--- config.mk ---
export PLATFORM = sky130hd
export DESIGN_NAME = i2c_bus_arbiter
export DESIGN_NICKNAME = d
export VERILOG_FILES = /design/src/rtl/i2c_bus_arbiter_pkg.sv /design/src/rtl/i2c_bus_arbiter_rr_picker.sv /design/src/rtl/i2c_bus_arbiter.sv
export SDC_FILE = /design/constraint.sdc
export NUM_CORES = 1
export LEC_CHECK = 0
export ABC_AREA = 1
export BUFFER_PORTS_ARGS = -buffer_cell sky130_fd_sc_hd__buf_2
export CAP_MARGIN = 5
export CELL_PAD_IN_SITES_DETAIL_PLACEMENT = 1
export CELL_PAD_IN_SITES_GLOBAL_PLACEMENT = 1
export CORE_MARGIN = 4
export CORE_UTILIZATION = 34
export CTS_CLUSTER_SIZE = 10
export DETAILED_ROUTE_END_ITERATION = 7
export GPL_TIMING_DRIVEN = 0
export PLACE_DENSITY_LB_ADDON = 0.25
export SYNTH_ARGS = -nofsm -noshare
export SYNTH_HDL_FRONTEND = slang
export SYNTH_SLANG_ARGS = --single-unit
export TNS_END_PERCENT = 20
--- constraint.sdc ---
create_clock -name clk -period 2.35 [get_ports clk]
set_input_delay 0.3525 -clock clk [delete_from_list [all_inputs] [get_ports clk]]
set_output_delay 0.3525 -clock clk [all_outputs]
set_load 0.05 [all_outputs]
--- src/rtl/i2c_bus_arbiter_pkg.sv ---
// Shared definitions for the I2C bus arbiter: FSM state encoding and I2C field widths.
package i2c_pkg;

    localparam int I2C_ADDR_W = 7;
    localparam int I2C_DATA_W = 8;

    typedef enum logic [1:0] {
        ARB_IDLE    = 2'd0,
        ARB_OWNED   = 2'd1,
        ARB_RELEASE = 2'd2
    } arb_state_t;

    // Width of an index into n requesters; never narrower than one bit.
    function automatic int idx_w(input int n);
        return (n > 1) ? $clog2(n) : 1;
    endfunction

endpackage

--- src/rtl/i2c_bus_arbiter_rr_picker.sv ---
// Combinational N-way round-robin select: first requester after 'last', with wrap-around.
module rr_picker
    import i2c_pkg::*;
#(
    parameter int N  = 2,
    parameter int IW = idx_w(N)
) (
    input  logic [N-1:0]  req,
    input  logic [IW-1:0] last,
    output logic [IW-1:0] idx,
    output logic          any
);

    logic [IW-1:0] cand;

    // Walk from farthest to nearest so the nearest requester after 'last' wins.
    always_comb begin
        idx  = '0;
        cand = '0;
        any  = |req;
        for (int i = N; i >= 1; i--) begin
            cand = IW'((int'(last) + i) % N);
            if (req[cand]) begin
                idx = cand;
            end
        end
    end

endmodule

--- src/rtl/i2c_bus_arbiter.sv ---
// Round-robin owner arbitration of one i2c_master among N clients with an ownership watchdog.
// Grant is registered (1 cycle after request); command/response mux is combinational.
module i2c_bus_arbiter
    import i2c_pkg::*;
#(
    parameter int N_CLIENTS      = 2,
    parameter int TIMEOUT_CYCLES = 1_000_000
) (
    input  logic                              clk,
    input  logic                              rst,

    input  logic [N_CLIENTS-1:0]              i_req,
    output logic [N_CLIENTS-1:0]              o_gnt,
    output logic [N_CLIENTS-1:0]              o_timeout,

    input  logic [I2C_ADDR_W*N_CLIENTS-1:0]   i_c_addr,
    input  logic [I2C_DATA_W*N_CLIENTS-1:0]   i_c_wdata,
    input  logic [N_CLIENTS-1:0]              i_c_rw,
    input  logic [N_CLIENTS-1:0]              i_c_start,
    input  logic [N_CLIENTS-1:0]              i_c_stop,
    input  logic [N_CLIENTS-1:0]              i_c_wvalid,
    input  logic [N_CLIENTS-1:0]              i_c_rready,
    input  logic [N_CLIENTS-1:0]              i_c_ack_send,

    output logic [I2C_DATA_W-1:0]             o_c_rdata,
    output logic                              o_c_ack_recv,
    output logic [N_CLIENTS-1:0]              o_c_rvalid,
    output logic [N_CLIENTS-1:0]              o_c_wready,
    output logic [N_CLIENTS-1:0]              o_c_done,
    output logic [N_CLIENTS-1:0]              o_c_busy,

    output logic [I2C_ADDR_W-1:0]             o_m_addr,
    output logic [I2C_DATA_W-1:0]             o_m_wdata,
    output logic                              o_m_rw,
    output logic                              o_m_start,
    output logic                              o_m_stop,
    output logic                              o_m_wvalid,
    output logic                              o_m_rready,
    output logic                              o_m_ack_send,

    input  logic [I2C_DATA_W-1:0]             i_m_rdata,
    input  logic                              i_m_rvalid,
    input  logic                              i_m_wready,
    input  logic                              i_m_ack_recv,
    input  logic                              i_m_busy,
    input  logic                              i_m_done
);

    localparam int IW = idx_w(N_CLIENTS);
    localparam int CW = (TIMEOUT_CYCLES > 1) ? $clog2(TIMEOUT_CYCLES) : 1;
    localparam logic [CW-1:0] WD_LAST  = CW'(TIMEOUT_CYCLES - 1);
    localparam logic [IW-1:0] LAST_IDX = IW'(N_CLIENTS - 1);

    arb_state_t    state;
    logic [IW-1:0] owner;
    logic [IW-1:0] last;
    logic [CW-1:0] wd_cnt;
    logic [IW-1:0] pick_idx;
    logic          pick_any;

    rr_picker #(
        .N  (N_CLIENTS),
        .IW (IW)
    ) u_rr_picker (
        .req  (i_req),
        .last (last),
        .idx  (pick_idx),
        .any  (pick_any)
    );

    always_ff @(posedge clk) begin
        if (rst) begin
            state     <= ARB_IDLE;
            owner     <= '0;
            last      <= LAST_IDX;
            wd_cnt    <= '0;
            o_gnt     <= '0;
            o_timeout <= '0;
        end else begin
            o_timeout <= '0;
            case (state)
                ARB_IDLE: begin
                    if (pick_any && !i_m_busy) begin
                        owner  <= pick_idx;
                        o_gnt  <= N_CLIENTS'(1) << pick_idx;
                        wd_cnt <= '0;
                        state  <= ARB_OWNED;
                    end
                end
                ARB_OWNED: begin
                    // A clean release wins over a watchdog expiry in the same cycle.
                    if (!i_req[owner]) begin
                        o_gnt <= '0;
                        last  <= owner;
                        state <= ARB_RELEASE;
                    end else if (wd_cnt == WD_LAST) begin
                        o_gnt            <= '0;
                        o_timeout[owner] <= 1'b1;
                        last             <= owner;
                        state            <= ARB_RELEASE;
                    end else if (wd_cnt != '1) begin
                        wd_cnt <= wd_cnt + CW'(1);
                    end
                end
                ARB_RELEASE: begin
                    if (!i_m_busy) begin
                        state <= ARB_IDLE;
                    end
                end
                default: state <= ARB_IDLE;
            endcase
        end
    end

    assign o_c_rdata    = i_m_rdata;
    assign o_c_ack_recv = i_m_ack_recv;

    // Outside OWNED nobody drives the master; in RELEASE a pending transfer is asked to STOP.
    always_comb begin
        o_m_addr     = '0;
        o_m_wdata    = '0;
        o_m_rw       = 1'b0;
        o_m_start    = 1'b0;
        o_m_stop     = 1'b0;
        o_m_wvalid   = 1'b0;
        o_m_rready   = 1'b0;
        o_m_ack_send = 1'b0;
        o_c_rvalid   = '0;
        o_c_wready   = '0;
        o_c_done     = '0;
        o_c_busy     = '1;
        case (state)
            ARB_OWNED: begin
                o_m_addr          = i_c_addr[int'(owner)*I2C_ADDR_W +: I2C_ADDR_W];
                o_m_wdata         = i_c_wdata[int'(owner)*I2C_DATA_W +: I2C_DATA_W];
                o_m_rw            = i_c_rw[owner];
                o_m_start         = i_c_start[owner];
                o_m_stop          = i_c_stop[owner];
                o_m_wvalid        = i_c_wvalid[owner];
                o_m_rready        = i_c_rready[owner];
                o_m_ack_send      = i_c_ack_send[owner];
                o_c_rvalid[owner] = i_m_rvalid;
                o_c_wready[owner] = i_m_wready;
                o_c_done[owner]   = i_m_done;
                o_c_busy[owner]   = i_m_busy;
            end
            ARB_RELEASE: begin
                o_m_stop = i_m_busy;
            end
            default: ;
        endcase
    end

endmodule

==> results of run 1 <==
-- where the power goes --
| part | switching (W) | internal (W) | leakage (nW) |
|---|---|---|---|
| Combinational | 0.000351 | 0.000160 | 1.11 |
| Sequential | 0.0000120 | 0.000487 | 0.227 |
| Clock | 0.000165 | 0.000228 | 0.0357 |
| Total | 0.000528 | 0.000875 | 1.38 |
-- cells by family after synthesis --
kind of cell,count (synthesis),share of synthesized area [%]
simple gates,205,41.4
buf+inv,64,13.1
compound gates,49,15.7
flops,28,25.2
xor+xnor,6,2.36
fa+ha+maj,4,2.25
-- through the flow --
| step | std cells | setup TNS [ps] | power [W] | area (um^2) |
|---|---|---|---|---|
| final | 527 | 0 | 0.00140 | 2910 |
| after global placement | 523 | 0 | 0.000991 | 2770 |
| after floorplan | 356 | 0 | 0.000858 | 2220 |
| after CTS | 527 | -9.73 | 0.00141 | 2870 |
| after detailed placement | 523 | -38.7 | 0.000999 | 2770 |
| after global routing | 527 | 0 | 0.00148 | 2910 |
-- flip-flops by register name (all words and copies together), names as in the netlist --
| name | cells |
|---|---|
| wd_cnt | 20 |
| o_timeout | 2 |
| o_gnt | 2 |
| last | 1 |
| state | 2 |
| owner | 1 |
-- metal layers --
metal | GRT usage [%] | routed length, um
met4 | 5.22 | 119
met2 | 37.8 | 4120
met5 | 0 | 0
met1 | 25.0 | 3380
met3 | 2.70 | 526
-- worst max path at each step --
stage             start            end
2_1_floorplan  state[1]    o_c_done[0]
3_3_place_gp   state[1]   o_m_wdata[2]
3_5_place_dp   state[1]     o_m_rready
4_1_cts        state[1]  o_c_rvalid[0]
5_1_grt        state[1]  o_c_rvalid[0]
6_report       state[1]   o_m_ack_send
-- tightest hold or removal path, cell delays in order --
cell and delay, ps:
buf_2 90, a21oi_1 90, inv_1 70, a21oi_1 60
-- cell type report --
cell class / instances / area [um^2]
clock inverter: 1 / 30.0
fill: 883 / 3440
tap: 77 / 96.3
clock buffer: 3 / 41.3
multi-input combinational: 264 / 1390
sequential: 28 / 561
inverter: 45 / 169
buffer: 19 / 134
timing repair buffer: 90 / 493
-- synth_stat cells, types with 5 or more instances --
cell / count
inv_1: 39
nand2_1: 101
a22o_1: 20
clkbuf_1: 5
a21oi_1: 18
nand3_1: 23
nor2_1: 51
xor2_1: 6
nand4_1: 13
buf_4: 9
dfxtp_1: 28
-- what timing repair did --
action                                  CTS  global route
resized for setup                        15            14
buffers inserted                          0             0
endpoints found under the setup margin   24            21
==> metrics, run 1 <==
Area Overhead vs Synth 31.1%; Least-Margin Pin Slew 580 ps; TritonCTS clock tree yes; first-pass GRT wire length 12900 um; HP Class primary input to register; reg2reg end wd_cnt[13]; Final Max Slew Viols 0; DR pass1 iterations 4; number of diodes 0; arrival time worst endpoint 1820 ps; clk_skew about 9.2 ps; Post-Synthesis Cell Area roughly 2200 um^2; Slew HR 61.3%; Clk Latency, worst-skew pair between 200 and 300 ps; Cells after Synth between 300 and 400; core box area 6350 um^2; Synth cell types 31; fraction of layout cells with a size suffix above 1 29.8%; # setup viols final 0; FF-to-FF setup slack 350 ps; full die area 7890 um^2; buffers and inverters on the worst path 4; I/O Buffers 90; clock slew at reported path FFs 110 ps; vias per std cell between 5 and 6; Min-Delay Endpoint owner; # clock sinks 28; Total GRT Usage 20.6%; chip height 88.8 um; net count after synthesis 419; Ports 101; DR DRC count 0; mean post-synth cell area 6.24 um^2; Async SR Flop Fraction 0%; largest net degree at the start of global routing 17; Pleak 1.38 nW; Worst Setup Start Kind register; Final WS setup ~180 ps; EDFF count, synth 0; Largest stage delay, worst path 340 ps; FF-to-FF Start wd_cnt[1]; CTS max path bufs 2; Top delay family on crit path buffers and inverters; dominant cells by area after synthesis dfxtp_1 (25%), nand2_1 (17%), nor2_1 (8.6%); WHS approximately 410 ps; die width 88.8 um; commonest cells after routing, fill and taps aside nand2_1 (101), buf_2 (78), nor2_1 (50), inv_1 (38), dfxtp_1 (28); status finished, final reports clean; CP Cell Sequence inv_1, ha_4, nand2_1, inv_2, buf_2, a22o_1, buf_2; min Tclk post-route 2170 ps; H-tree depth 1; Crit Path Class register to output pin; DR iter-0 viols 93; CTS Buf Count 3; Seq/Total Area, Yosys approximately 25%; Slowest cell on crit path dfxtp_1; Crit path depth 7; Synth area leader dfxtp_1; post-detail-place hpwl 6570 um; routed len/inst 15.5 um; drt total wl 8150 um; pwr dens between 400 and 500 nW/um^2; most frequent CP cell buf_2; crit path capture type output pin; routed vias between 2000 and 3000; CP required 2000 ps; final cell utilization of the core 45.9%; vias in the first global route 2669; total of max-cap violations 0; RSZ-0062 raised after global routing false; Main synth FF type dfxtp_1; Initial Utilization 35.0%; Final Cycle Share 92.3%; Reg2Reg Depth 10; post-route ant nets 0; Synth Warn # 0; Rows 29; Peak Freq 0.461 GHz; nets about 510; Hold Path Origin i_req[0]; DP Worst Slack -12.5 ps; root buffer cell clkbuf_8; Hold Fails Final Rpt 0; gpl congestion 0.794; Synth Register Bits 28; Post-CTS Hold Fix Bufs 0; commonest non-fill, non-tap cell in the layout nand2_1; maximum vdd ir drop 0.288 mV; WHS Path Cells 4; GRT Residual Overflow 0; antenna violations before repair 0; Synth top area share 25.2%; Crit Path Max Fanout 10
(Power assumes the default switching activity.)
==> run 2, diff against run 1 <==
--- a/config.mk
+++ b/config.mk
@@ -15,7 +15,7 @@
 export CTS_CLUSTER_SIZE = 10
 export DETAILED_ROUTE_END_ITERATION = 7
 export GPL_TIMING_DRIVEN = 0
-export PLACE_DENSITY_LB_ADDON = 0.25
+export PLACE_DENSITY = 0.92
 export SYNTH_ARGS = -nofsm -noshare
 export SYNTH_HDL_FRONTEND = slang
 export SYNTH_SLANG_ARGS = --single-unit
==> run 2 against run 1 <==
Effect of this change: routed wire length fell by 2.5%; die area did not move; cell count unchanged; non-clock buffer count is the same; power is 6.1% lower; via count increased by 0.90%; design area fell by 0.82%; register-to-register slack improved by 60 ps; clock skew decreased by 6.9 ps; critical path type unchanged; critical endpoint is now o_m_addr[3].
==> metrics, run 2 (synthesized netlist as in run 1, its figures left out) <==
CP Cell Sequence ha_4, nand2_1, inv_2, clkbuf_4, a22o_1, buf_2; commonest cells after routing, fill and taps aside nand2_1 (101), buf_2 (78), nor2_1 (50), inv_1 (38), dfxtp_1 (28); Crit Path Class register to output pin; Ports 101 (unchanged); post-route ant nets 0 (unchanged); Total GRT Usage 19.6% (-0.93 points); Slew HR 59.6% (-1.7 points); core box area 6350 um^2 (unchanged); RSZ-0062 raised after global routing false; Setup crit start state[0]; drt total wl 7940 um (-2.5%); setup TNS 0 ps (unchanged); crit path capture type output pin; clock slew at reported path FFs 100 ps (about the same); TritonCTS clock tree yes; clk_skew 2.31 ps (-6.93 ps); Min-Delay Endpoint owner; full die area 7890 um^2 (unchanged); Largest stage delay, worst path 430 ps (+90 ps); H-tree depth 1 (unchanged); # setup viols final 0 (unchanged); Least-Margin Pin Slew 606 ps (+25.2 ps); Crit Path Max Fanout 10 (unchanged); FF-to-FF Start wd_cnt[0]; Area Overhead vs Synth 30.1%; CTS Buf Count 3 (unchanged); vias in the first global route 2604 (-2.4%); Final Max Slew Viols 0 (unchanged); Hold Fails Final Rpt 0 (unchanged); routed len/inst 15.1 um (-2.5%); FF-to-FF setup slack 410 ps (+60 ps); Initial Utilization 35.0% (unchanged); nets 514 (unchanged); CP required 2000 ps (about the same); DR DRC count 0 (unchanged); root buffer cell clkbuf_8; chip height 88.8 um (unchanged); fraction of layout cells with a size suffix above 1 29.8% (unchanged); Setup Fix Bufs, Post-CTS 0 (unchanged); HP Class primary input to register; DR pass1 iterations 4 (unchanged); arrival time worst endpoint 1860 ps (+40 ps); Pleak 1.36 nW (-0.74%); WHS Path Cells 4 (unchanged); routed vias 2678 (+0.90%); # clock sinks 28 (unchanged); Hold Path Origin i_req[0]; maximum vdd ir drop 0.316 mV (+9.6%); Clk Latency, worst-skew pair 280 ps (about the same); commonest non-fill, non-tap cell in the layout nand2_1; status finished, final reports clean; gpl congestion 0.846 (+6.5%); Rows 29 (unchanged); number of diodes 0 (unchanged); Peak Freq 0.452 GHz (-1.9%); Post-Layout Inst Area 2890 um^2 (-0.82%); DR iter-0 viols 102 (+9.7%); placed instance area 2770 um^2 (unchanged); total of max-cap violations 0 (unchanged); post-detail-place hpwl 6440 um (-2.0%); Reg2Reg Depth 10 (unchanged); CTS max path bufs 2 (unchanged); vias per std cell 5.08 (+0.90%); GRT Residual Overflow 0 (unchanged); max reg flops 20 (unchanged); Worst Setup Start Kind register; antenna violations before repair 0 (unchanged); largest net degree at the start of global routing 16 (-1); I/O Buffers 90 (unchanged); reg2reg end wd_cnt[8]; first-pass GRT wire length 12300 um (-4.5%); Biggest register wd_cnt; die width 88.8 um (unchanged); Final Cycle Share 94.1% (+1.8 points); pwr dens 456 nW/um^2 (-5.4%); min Tclk post-route 2210 ps (+43.0 ps); Slowest cell on crit path dfxtp_1
-- run 2: cell types whose count changed in the layout (fill, tap and decap cells not counted) --
| cell | delta |
|---|---|
| clkbuf_4 | +3 |
| buf_6 | -2 |
| buf_4 | -1 |
| bufinv_16 | -1 |
| clkbuf_8 | +1 |
-- run 2: worst max-delay path by stage --
stage	to	slack, ps
2_1_floorplan	o_c_done[0]	110
3_3_place_gp	o_m_rready	20
3_5_place_dp	o_m_wdata[2]	-50
4_1_cts	o_m_addr[3]	20
5_1_grt	o_m_addr[5]	40
6_report	o_m_addr[3]	140
-- run 2: area by class of cell --
| class | instances | area, um^2 |
|---|---|---|
| plain buffers | 19 | 136 |
| repair buffers | 90 | 483 |
| inverters | 45 | 169 |
| multi-input cells | 264 | 1390 |
| clock buffers | 4 | 55.1 |
| fillers | 876 | 3460 |
| flip-flops and latches | 28 | 561 |
| well taps | 77 | 96.3 |
-- run 2: stage by stage --
stage,utilization (%),hold WS [ps],instances,setup slack (ps),power [W]
6_report,45.5,402,527,137,0.00132
5_1_grt,45.5,442,527,36.0,0.00138
4_1_cts,44.9,405,527,16.5,0.00131
3_5_place_dp,43.6,472,523,-49.2,0.000999
3_3_place_gp,43.6,465,523,16.6,0.000985
2_1_floorplan,-,447,356,113,0.000858
-- run 2: worst max-delay path, delay by kind of cell, from the launching register on --
kind                     cells  cell delay [ps]
AO/OA/AOI/OAI                1              160
AND/OR/NAND/NOR              1              140
buffers and inverters        3              610
adder cells (fa/ha/maj)      1              210
flip-flops                   1              430
-- run 2: power by group --
group | total (W) | internal (W) | switching, W
clock | 0.000311 | 0.000150 | 0.000161
sequential | 0.000499 | 0.000487 | 0.0000121
combinational | 0.000507 | 0.000158 | 0.000349
-- run 2: routing by layer --
| metal | wire [um] | up-vias | GRT usage [%] |
|---|---|---|---|
| li1 | - | 1330 | - |
| met1 | 3210 | 1283 | 23.8 |
| met2 | 4290 | 58 | 37.2 |
| met3 | 352 | 7 | 1.30 |
| met4 | 87 | 0 | 4.81 |
| met5 | 0 | - | 0 |
-- run 2: repair_timing --
item,4_1_cts,5_1_grt
hold buffers,0,0
cloned,0,0
endpoints found under the setup margin,24,21
gates resized for setup,12,15
